$ cat src/rtl/ysyx_24090013_ifu.sv
// Instruction fetch unit: owns the fetch PC, drives the instruction ROM and presents one
// registered instruction to decode over valid/ready, with redirect, misalign and halt handling.
module ysyx_24090013_ifu #(
  parameter logic [31:0] RESET_PC = 32'h8000_0000
) (
  input  logic        clk,
  input  logic        rst_n,
  output logic        ifu_instrom_ren,
  output logic [31:0] ifu_instrom_addr,
  input  logic [31:0] instrom_ifu_data,
  output logic        ifu_idu_valid,
  output logic [31:0] ifu_idu_inst,
  output logic [31:0] ifu_idu_pc,
  output logic        ifu_idu_misalign,
  input  logic        idu_ifu_ready,
  input  logic        exu_ifu_redirect,
  input  logic [31:0] exu_ifu_target,
  input  logic        exu_ifu_halt,
  output logic [31:0] ifu_fetch_cnt
);

  typedef enum logic [1:0] {StBoot, StRun, StFault, StHalt} state_e;

  state_e      state_q, state_d;
  logic [31:0] pc_q, pc_d;
  logic        valid_q, valid_d;
  logic [31:0] inst_q, inst_d;
  logic [31:0] pc_r_q, pc_r_d;
  logic        mis_q, mis_d;
  logic        fault_pend_q, fault_pend_d;
  logic [31:0] cnt_q, cnt_d;

  logic slot_free;
  logic fetch;
  logic target_mis;
  logic handshake;

  assign slot_free  = !valid_q || idu_ifu_ready;
  assign target_mis = exu_ifu_target[1:0] != 2'b00;
  assign handshake  = valid_q && idu_ifu_ready;

  // FSM: state register
  always_ff @(posedge clk or negedge rst_n) begin
    if (!rst_n) begin
      state_q <= StBoot;
    end else begin
      state_q <= state_d;
    end
  end

  // FSM: next state; halt beats redirect, and only reset leaves HALT
  always_comb begin
    state_d = state_q;
    if (exu_ifu_halt) begin
      state_d = StHalt;
    end else if (exu_ifu_redirect && state_q != StHalt) begin
      state_d = target_mis ? StFault : StRun;
    end else if (state_q == StBoot) begin
      state_d = StRun;
    end
  end

  // FSM: outputs
  always_comb begin
    fetch = (state_q == StRun) && slot_free && !exu_ifu_redirect && !exu_ifu_halt;
    ifu_instrom_ren = fetch;
  end

  always_ff @(posedge clk or negedge rst_n) begin
    if (!rst_n) begin
      pc_q         <= RESET_PC;
      valid_q      <= 1'b0;
      inst_q       <= 32'h0;
      pc_r_q       <= 32'h0;
      mis_q        <= 1'b0;
      fault_pend_q <= 1'b0;
      cnt_q        <= 32'h0;
    end else begin
      pc_q         <= pc_d;
      valid_q      <= valid_d;
      inst_q       <= inst_d;
      pc_r_q       <= pc_r_d;
      mis_q        <= mis_d;
      fault_pend_q <= fault_pend_d;
      cnt_q        <= cnt_d;
    end
  end

  always_comb begin
    pc_d         = pc_q;
    valid_d      = valid_q;
    inst_d       = inst_q;
    pc_r_d       = pc_r_q;
    mis_d        = mis_q;
    fault_pend_d = fault_pend_q;
    cnt_d        = handshake ? cnt_q + 32'd1 : cnt_q;

    if (exu_ifu_halt) begin
      valid_d      = 1'b0;
      fault_pend_d = 1'b0;
    end else if (exu_ifu_redirect) begin
      valid_d      = 1'b0;
      pc_d         = exu_ifu_target;
      fault_pend_d = target_mis && (state_q != StHalt);
    end else if (state_q == StFault && fault_pend_q) begin
      // The fault is reported once, as a pseudo-instruction at the bad target.
      valid_d      = 1'b1;
      inst_d       = 32'h0;
      pc_r_d       = pc_q;
      mis_d        = 1'b1;
      fault_pend_d = 1'b0;
    end else if (fetch) begin
      valid_d = 1'b1;
      inst_d  = instrom_ifu_data;
      pc_r_d  = pc_q;
      mis_d   = 1'b0;
      pc_d    = pc_q + 32'd4;
    end else if (handshake) begin
      valid_d = 1'b0;
    end
  end

  assign ifu_instrom_addr = pc_q;
  assign ifu_idu_valid    = valid_q;
  assign ifu_idu_inst     = inst_q;
  assign ifu_idu_pc       = pc_r_q;
  assign ifu_idu_misalign = mis_q;
  assign ifu_fetch_cnt    = cnt_q;

endmodule

$ cat config.mk
export PLATFORM = sky130hd
export DESIGN_NAME = ysyx_24090013_ifu
export DESIGN_NICKNAME = d
export VERILOG_FILES = /design/src/rtl/ysyx_24090013_ifu.sv
export SDC_FILE = /design/constraint.sdc
export NUM_CORES = 1
export LEC_CHECK = 0
export CORE_MARGIN = 2
export CORE_UTILIZATION = 42
export CTS_BUF_LIST = sky130_fd_sc_hd__clkbuf_16
export DETAILED_ROUTE_END_ITERATION = 7
export PLACE_DENSITY = 0.75
export SKIP_CTS_REPAIR_TIMING = 1
export SLEW_MARGIN = 20
export SYNTH_ARGS = -nofsm -noshare
export SYNTH_HDL_FRONTEND = slang
export SYNTH_SLANG_ARGS = --single-unit
$ cat constraint.sdc
create_clock -name clk -period 2.1 [get_ports clk]
set_input_delay 0.63 -clock clk [delete_from_list [all_inputs] [get_ports clk]]
set_output_delay 0.63 -clock clk [all_outputs]
set_load 0.05 [all_outputs]
# After elaboration in Yosys (flattened, before gate mapping)

Cells that the tools add are included.

$add $sub $neg: 2
Equality and inequality tests: 4
Muxes and demuxes: 21
Bitwise operators: 2
Reduce and logical (&&, ||, !) cells: 20

Operators with widths:

| kind                                           | count |
|---|---|
| 2-to-1 mux 32 bit                              | 7 |
| adder 32 x 1 -> 32 bit (second input constant) | 1 |
| adder 32 x 3 -> 32 bit (second input constant) | 1 |
| 2-to-1 mux 1 bit                               | 10 |
| 2-to-1 mux 2 bit                               | 4 |
| logical AND 1 bit                              | 7 |
| AND reduction 3 bit                            | 2 |
| nonzero test 2 bit                             | 3 |
| nonzero test 3 bit                             | 2 |
| nonzero test 5 bit                             | 1 |
| inequality test 2 bit (second input constant)  | 2 |
| zero test 1 bit                                | 3 |
| == test 2 x 1 -> 1 bit (second input constant) | 1 |
| == test 2 bit (second input constant)          | 1 |
| zero test 2 bit                                | 1 |
| NOT 1 bit                                      | 2 |
| logical OR 1 bit                               | 1 |

Flip-flop bits (word level): 133
Input bits: 69
Output and inout bits: 131
Word-level logic and storage cells: 57

# Depth between registers and ports, before layout

Gate-level depths: netlist of the first run.

Word-level depth: 9
Depth in mapped cells: 7
Depth with buffers taken out: 6

# Worst setup path after synthesis of the first run

OpenSTA, ideal clock, no wires.

Kind: register to output
Start point: reg valid_q, in the netlist ifu_idu_valid
End point: out ifu_instrom_ren
Data arrival time: 1.958 ns
Data required time: 1.470 ns
Setup slack: -0.488 ns
Stages on the path, launching flop included: 6
Path buffers: 1
Cell sequence: dfrtp_1 > or2b_2 > nand2b_4 > or3_1 > inv_2 > clkbuf_1

Longest elaborated chain between the ends: 5

Ends and longest elaborated chain:

| element                        | RTL line | source |
|---|---|---|
| from (decl)                    | 26       | `logic valid_q, valid_d;` |
| from (signal assigned)         | 80       | `valid_q <= valid_d;` |
| zero test 1 bit                | 38       | `assign slot_free = !valid_q \|\| idu_ifu_ready;` |
| logical OR 1 bit               | 38       |  |
| logical AND 1 bit (3 in a row) | 65       | `fetch = (state_q == StRun) && slot_free && !exu_ifu_redirect && !exu_ifu_halt;` |
| to (decl)                      | 8        | `output logic ifu_instrom_ren,` |

Every way passes these cells.

# Final worst setup path of the first run

Start point: reg state_q[1]
End point: out ifu_instrom_ren

Longest elaborated chain between the ends: 4

Ends and longest elaborated chain:

| element                        | RTL line | source |
|---|---|---|
| from (decl)                    | 24       | `state_e state_q, state_d;` |
| from (signal assigned)         | 45       | `state_q <= StBoot;` |
| from (signal assigned)         | 47       | `state_q <= state_d;` |
| == test 2 x 1 -> 1 bit         | 65       |  |
| logical AND 1 bit (3 in a row) | 65       |  |

Every way passes these cells.

==> results of run 1 <==
power breakdown:
part / internal [mW] / switching (mW) / total (mW)
clock network: 1.73 / 1.08 / 2.81
logic: 0.550 / 0.997 / 1.55
registers: 2.74 / 0.176 / 2.92
total: 5.02 / 2.25 / 7.27
cell families after synthesis:
kind of cell	synth area share [%]
AOI/OAI and AO/OA	14.74
and+or+nand+nor	15.40
xor gates and xnor gates	4.510
DFF	55.31
buffers and inverters	3.513
adders and majority gates	0.4156
muxes	6.111
metal layers:
metal | vias up | part of all wire, % | global-route usage, %
li1 | 2501 | - | -
met1 | 2588 | 41 | 27.94
met2 | 254 | 47 | 35.92
met3 | 33 | 9.2 | 6.319
met4 | 0 | 2.1 | 8.381
met5 | - | 0 | 0
through the flow:
stage               instance area [µm²]  power (mW)  hold slack [ns]
global placement                   8263       4.480           0.4670
global route                       8859       7.573           0.1565
floorplan                          6038       3.826           0.3344
CTS                                8827       7.334           0.1512
detailed placement                 8263       4.505           0.4815
finish                             8859       7.270           0.1437
state kept, by name (all words and copies together) (netlist names):
signal            cells
ifu_idu_inst         32
fault_pend_q          1
ifu_fetch_cnt        32
ifu_idu_valid         1
ifu_instrom_addr     32
ifu_idu_pc           32
state_q               2
ifu_idu_misalign      1
synth_stat cells (10+ instances only):
master,number,area [µm²]
dfrtp_1,132,3303
nand2_1,44,165.2
a22o_1,32,280.3
mux2_2,30,337.8
nand3_1,30,150.1
o21ai_0,27,135.1
a21oi_1,26,130.1
nor2_1,26,97.59
xnor2_1,22,192.7
clkbuf_1,19,71.32
nand4_1,17,106.4
and3_1,11,68.82
inv_1,11,41.29
buf_2,10,50.05
nor4_1,10,62.56
how the worst max path moves through the flow:
stage | start | to | slack, ns | cells after the start
CTS | idu_ifu_ready | ifu_instrom_ren | -0.48 | 6
global placement | idu_ifu_ready | ifu_instrom_ren | -0.46 | 6
floorplan | idu_ifu_ready | ifu_instrom_ren | -0.03 | 5
detailed placement | idu_ifu_ready | ifu_instrom_ren | -0.47 | 6
finish | state_q[1] | ifu_instrom_ren | -0.17 | 5
global route | state_q[1] | ifu_instrom_ren | -0.23 | 5
final cells by class:
class,instances,share of cell area [%]
timing repair buffer,257,24.70
clock buffer,17,4.802
tap,180,2.542
multi-input combinational,367,28.08
sequential,133,37.77
clock inverter,15,1.568
inverter,12,0.5367
==> results.toml, run 1 <==
[sta]
finalCriticalPeriod_ns = 2.267
setup_violations = 1
finalCritPeriodShare_pct = 108.0
worst_slack_ns = -0.1670
maxSlewViolCount = 0
hold_violations = 0
fin_skew_ns = 0.007074
relSlewSlack_pct = 64.75
fmax_mhz = 441.1
setup-tns-final_ns = -0.1670
grt_setup_unrepaired = "true"
tightest_slew_ns = 0.5215

[place]
portBuffers = 199
dp.cells = 947
hpwl_um = 12330
preCtsSetupSlack_ns = -0.4656
gp_congestion = 0.8737

[worst_setup_path]
crit-reg2reg-launch = "ifu_instrom_addr[9]"
worst_path_max_delay_cell = "dfrtp_1"
crit_buf_inv = 2
crit_path_end_kind = "primary output"
crit_fanout = 3
crit_family = "simple AND/OR/NAND/NOR gates"
r2r_cells = 7
path_cells = "nand2b_4, nand2b_4, or3_4, inv_4, buf_12"
crit_type = "reg2out"
critPathLaunchType = "flop"
required_ns = 1.47
crit_arrival_ns = 1.64
cp_common_cell = "nand2b_4"
rr_endpoint = "ifu_instrom_addr[25]"
critPathMaxStageDelay_ns = 0.37
reg2reg_slack_ns = 0.09

[power_and_ir_drop]
ir_drop_mv = 0.5224
leakage_nw = 4.294
powerDensity_mw_per_mm2 = 820.7

[routing]
vias_per_cell = 5.480
first_pass_iters = 5
wl_um = 16690
wl_per_cell_um = 17.01
ant_nets = 0
dr.first_iter.drc_count = 384
dr_total_vias = 5376
route.detailed.drc = 0

[logic_synthesis]
yosys_warnings = 0
synth-edff-count = 0
syn-num-nets = 617
syn-cell-area_mm2 = 0.006020
async_flop_share_pct = 100.0
synthCells = 546
syn-mean-instance-area_um2 = 11.02
yosysSeqAreaShare_pct = 55.31
synth-seq-cells = 133
ys_types = 62
ys.flop_type = "dfrtp_1"

[die]
initial_utilization_pct = 43.20
core_area_mm2 = 0.01393
dieArea_mm2 = 0.01531
ios = 200
die_y_um = 123.7
fp-row-count = 43
die_w_um = 123.7

[clock_tree]
clk_pin_slew_ns = 0.06
cts_root_buf = "clkbuf_16"
cts_tree = "done"
htreeDepth = 4
worstSkewPairLatency_ns = 0.41
cts_buffers = 17
clockBufferDepth = 2
clock-sinks = 133

[cells_and_area]
multi_input_area_mm2 = 0.002487
instances_no_fill = 981
drive_above_1_share_pct = 34.58
nNetsFinal = 859
area_growth_pct = 47.16
final_cell_mix = "buf_4 (182), dfrtp_1 (119), clkdlybuf4s50_1 (64)"
final_common_cell = "buf_4"
seq_area_mm2 = 0.003346
final_util_pct = 63.57
diodes = 0
fillers = 1133

[grt]
grt_usage_pct = 22.07
grt_max_degree = 45
grt-ovfl-total = 0
antenna_found_initial = 0
grt_pass1_wl_um = 26160
grt_pass1_vias = 5255

[run_status]
status = "complete, but fails checks"
violations = "negative setup slack"

[job]
cap_violations = 0

[worst_hold_path]
hold_path_class = "in2async"
(Power assumes the default switching activity.)
==> run 2, diff against run 1 <==
--- a/config.mk
+++ b/config.mk
@@ -6,10 +6,10 @@
 export NUM_CORES = 1
 export LEC_CHECK = 0
 export CORE_MARGIN = 2
-export CORE_UTILIZATION = 42
+export CORE_UTILIZATION = 45
 export CTS_BUF_LIST = sky130_fd_sc_hd__clkbuf_16
 export DETAILED_ROUTE_END_ITERATION = 7
-export PLACE_DENSITY = 0.75
+export PLACE_DENSITY = 0.77
 export SKIP_CTS_REPAIR_TIMING = 1
 export SLEW_MARGIN = 20
 export SYNTH_ARGS = -nofsm -noshare
==> constraint.sdc (replaced) <==
create_clock -name clk -period 2.79 [get_ports clk]
set_input_delay 0.837 -clock clk [delete_from_list [all_inputs] [get_ports clk]]
set_output_delay 0.837 -clock clk [all_outputs]
set_load 0.05 [all_outputs]
==> run 2 against run 1 <==
The flow now finishes without violations. Sequential cell count did not move. Global-route usage up 2.3 points. Clock power decreased by 33%. Total power shrank 28%. Non-clock buffer count down 30. Largest power group unchanged.
==> results.toml, run 2 (synthesis gave the netlist of run 1 again) <==
[routing]
wl_per_cell_um = 17.91
first_pass_iters = 5
route.detailed.drc = 0
dr.first_iter.drc_count = 404
vias_per_cell = 5.584
dr_total_vias = 5288
wl_um = 16960
ant_nets = 0

[worst_setup_path]
critPathLaunchType = "flop"
crit_buf_inv = 1
crit-reg2reg-launch = "ifu_instrom_addr[2]"
crit_family = "buffers and inverters"
crit_fanout = 6
critPathMaxStageDelay_ns = 0.82
crit_arrival_ns = 1.83
crit_path_end_kind = "primary output"
reg2reg_slack_ns = 0.68
r2r_cells = 7
crit_type = "reg2out"
worst_path_max_delay_cell = "clkdlybuf4s50_1"
path_cells = "clkdlybuf4s50_1"
required_ns = 1.95
rr_endpoint = "ifu_instrom_addr[28]"

[cells_and_area]
final_common_cell = "clkdlybuf4s50_1"
final_cell_mix = "clkdlybuf4s50_1 (194), dfrtp_1 (132), nand2_1 (44)"
diodes = 0
fillers = 1020
seq_area_mm2 = 0.003329
instances_no_fill = 947
nNetsFinal = 829
drive_above_1_share_pct = 12.58
multi_input_area_mm2 = 0.002487
final_util_pct = 67.27
area_growth_pct = 46.81

[grt]
grt-ovfl-total = 0
antenna_found_initial = 0
grt_max_degree = 55
grt_pass1_wl_um = 27460
grt_pass1_vias = 5281
grt_usage_pct = 24.42

[place]
hpwl_um = 12090
preCtsSetupSlack_ns = -0.2385
portBuffers = 199
dp.cells = 915
gp_congestion = 0.8572

[sta]
worst_slack_ns = 0.1277
setup_violations = 0
grt_setup_unrepaired = "false"
maxSlewViolCount = 0
finalCriticalPeriod_ns = 2.662
hold_violations = 0
fmax_mhz = 375.6
fin_skew_ns = 0.006628
tightest_slew_ns = 0.5659
relSlewSlack_pct = 61.98
finalCritPeriodShare_pct = 95.42
hold_ws_ns = 0.3663

[job]
cap_violations = 0

[clock_tree]
clock-sinks = 133
worstSkewPairLatency_ns = 0.42
cts_tree = "done"
clk_pin_slew_ns = 0.05
clockBufferDepth = 2
cts_buffers = 17
htreeDepth = 4
cts_root_buf = "clkbuf_16"

[die]
dieArea_mm2 = 0.01432
die_w_um = 119.7
core_area_mm2 = 0.01314
fp-row-count = 42
die_y_um = 119.7
initial_utilization_pct = 45.82
ios = 200

[power_and_ir_drop]
powerDensity_mw_per_mm2 = 591.3
ir_drop_mv = 0.3904
power_mw = 5.225
leakage_nw = 3.935

[run_status]
status = "finished clean"

[worst_hold_path]
hold_path_class = "in2async"
-- run 2: changes by cell type in the layout (fill, tap and decap cells not counted), moves of 7 or more --
cell	delta
inv_1	+7
dfrtp_2	-13
buf_4	-158
dfrtp_1	+13
clkdlybuf4s50_1	+130
-- run 2: worst max-delay path by stage --
stage,cells after the start,endpoint,slack (ns),startpoint
4_1_cts,6,ifu_instrom_ren,-0.24,idu_ifu_ready
3_3_place_gp,6,ifu_instrom_ren,-0.20,idu_ifu_ready
6_report,1,ifu_instrom_addr[31],0.13,ifu_instrom_addr[31]
2_1_floorplan,5,ifu_instrom_ren,0.16,idu_ifu_ready
3_5_place_dp,6,ifu_instrom_ren,-0.24,idu_ifu_ready
5_1_grt,1,ifu_instrom_addr[31],0.08,ifu_instrom_addr[31]
-- run 2: area by class of cell --
type,count,area share [%]
clock buffers,17,4.814
clock inverters,15,0.7504
inverters,12,0.5097
multi-input cells,367,28.15
flip-flops and latches,133,37.68
well taps,176,2.492
repair buffers,227,25.61
-- run 2: power by group --
group | switching [mW] | total, mW | internal [mW] | leakage, nW
Combinational | 0.719 | 1.15 | 0.427 | 1.93
Clock | 0.777 | 1.87 | 1.09 | 0.270
Sequential | 0.154 | 2.21 | 2.06 | 1.74
Total | 1.65 | 5.23 | 3.58 | 3.94
-- run 2: metal layers --
| metal | GRT usage, % | vias up | part of all wire (%) |
|---|---|---|---|
| met3 | 7.700 | 27 | 7.6 |
| met2 | 39.39 | 229 | 48 |
| met5 | 0 | - | 0 |
| li1 | - | 2441 | - |
| met4 | 8.235 | 0 | 1.7 |
| met1 | 31.32 | 2591 | 43 |
-- run 2: per-stage QoR --
stage	cell area (µm²)	setup TNS, ns
3_5_place_dp	8333	-0.5107
4_1_cts	8825	-0.2435
5_1_grt	8837	0
6_report	8837	0
2_1_floorplan	6021	0
3_3_place_gp	8333	-0.2108
==> run 3, diff against run 2 <==
--- a/config.mk
+++ b/config.mk
@@ -9,7 +9,7 @@
 export CORE_UTILIZATION = 45
 export CTS_BUF_LIST = sky130_fd_sc_hd__clkbuf_16
 export DETAILED_ROUTE_END_ITERATION = 7
-export PLACE_DENSITY = 0.77
+export PLACE_DENSITY = 0.79
 export SKIP_CTS_REPAIR_TIMING = 1
 export SLEW_MARGIN = 20
 export SYNTH_ARGS = -nofsm -noshare
==> run 3 against run 2 <==
Sequential share of layout area is 0.89 points lower. Hold slack hardly changed. Total power is 12% higher. Global-route usage hardly changed. Clock power is 34% higher. Largest power group is now the clock network.
==> results.toml, run 3 (synthesis gave the netlist of run 1 again) <==
[run_status]
status = "finished clean"

[power_and_ir_drop]
leakage_nw = 4.002
powerDensity_mw_per_mm2 = 648.9
power_mw = 5.872
ir_drop_mv = 0.5255

[clock_tree]
clock-sinks = 133
clockBufferDepth = 2
cts_buffers = 17
htreeDepth = 4
clk_pin_slew_ns = 0.06
cts_tree = "done"
worstSkewPairLatency_ns = 0.42
cts_root_buf = "clkbuf_16"

[sta]
setup-tns-final_ns = 0
setup_violations = 0
finalCriticalPeriod_ns = 2.702
finalCritPeriodShare_pct = 96.84
fmax_mhz = 370.1
grt_setup_unrepaired = "false"
relSlewSlack_pct = 61.38
maxSlewViolCount = 0
hold_violations = 0
fin_skew_ns = 0.006767
tightest_slew_ns = 0.5793

[place]
hpwl_um = 12150
gp_congestion = 0.8046
dp.cells = 919
portBuffers = 199

[routing]
dr_total_vias = 5320
wl_per_cell_um = 17.97
ant_nets = 0
route.detailed.drc = 0
first_pass_iters = 5
vias_per_cell = 5.594
dr.first_iter.drc_count = 422
wl_um = 17090

[worst_setup_path]
crit_arrival_ns = 1.86
crit_fanout = 2
critPathLaunchType = "primary input"
crit_type = "in2out"
required_ns = 1.95
crit_path_end_kind = "primary output"

[grt]
antenna_found_initial = 0
grt_max_degree = 57
grt_usage_pct = 24.43
grt_pass1_wl_um = 27590
grt_pass1_vias = 5373
grt-ovfl-total = 0

[job]
cap_violations = 0

[cells_and_area]
nNetsFinal = 833
area_growth_pct = 50.34
fillers = 992
seq_area_mm2 = 0.003329
diodes = 0
final_cell_mix = "clkdlybuf4s50_1 (195), dfrtp_1 (132), nand2_1 (44)"
drive_above_1_share_pct = 13.94
instances_no_fill = 951
multi_input_area_mm2 = 0.002487
final_common_cell = "clkdlybuf4s50_1"

[worst_hold_path]
hold_path_class = "in2async"

[die]
ios = 200
fp-row-count = 42
core_area_mm2 = 0.01314
dieArea_mm2 = 0.01432
initial_utilization_pct = 45.82
die_w_um = 119.7
die_y_um = 119.7
## run 3: changes by cell type in the layout (fill, tap and decap cells not counted)
cell             previous run  this run
clkinv_4                    0         3
clkinv_2                    5         3
inv_2                       1         0
buf_12                      5         6
buf_4                      24        27
inv_4                       0         1
bufinv_16                   0         6
dlymetal6s2s_1              2         1
clkinv_1                    2         1
inv_1                      18        12
clkdlybuf4s50_1           194       195
## run 3: critical path, cell delays in order
cell             delay, ns
clkdlybuf4s50_1       0.43
or3_4                 0.40
inv_4                 0.07
buf_12                0.13
## run 3: metrics by stage
step	area (µm²)	util (%)	worst slack (ns)	hold WS, ns
2_1_floorplan	6021	-	0.1615	0.5293
3_3_place_gp	8376	63.75	-0.1378	0.4643
3_5_place_dp	8376	63.75	-0.1342	0.4729
4_1_cts	9037	68.79	-0.1400	0.3796
5_1_grt	9050	68.89	0.04608	0.3953
6_report	9050	68.89	0.08811	0.3665
## run 3: cell type report
type | instances | share of cell area (%)
sequential | 133 | 36.79
clock buffer | 17 | 4.701
inverter | 12 | 0.5254
tap | 176 | 2.433
timing repair buffer | 231 | 25.45
multi-input combinational | 367 | 27.49
clock inverter | 15 | 2.613
## run 3: per-layer routing
layer	up-vias	global-route usage (%)	wire [µm]	part of all wire, %
li1	2450	-	-	-
met1	2631	31.60	7218	42
met2	209	39.79	8372	49
met3	30	6.084	1152	6.7
met4	0	9.338	343	2.0
met5	-	0	0	0
## run 3: final timing paths
| kind | start | cells past startpoint | endpoint | slack [ns] |
|---|---|---|---|---|
| min reg2reg | ifu_idu_pc[27] | 2 | ifu_idu_pc[27] | 0.48 |
| max | exu_ifu_halt | 4 | ifu_instrom_ren | 0.09 |
| max reg2reg | ifu_instrom_addr[2] | 6 | ifu_instrom_addr[20] | 0.65 |
| max in group asynchronous | rst_n | 2 | ifu_instrom_addr[31] | 1.75 |
| min in group clk | ifu_idu_pc[27] | 2 | ifu_idu_pc[27] | 0.48 |
| min | rst_n | 1 | ifu_idu_inst[19] | 0.37 |
## run 3: where the power goes
part / switching (mW) / leakage, nW / internal (mW)
clock: 0.834 / 0.325 / 1.67
sequential: 0.147 / 1.74 / 2.06
combinational: 0.730 / 1.94 / 0.437
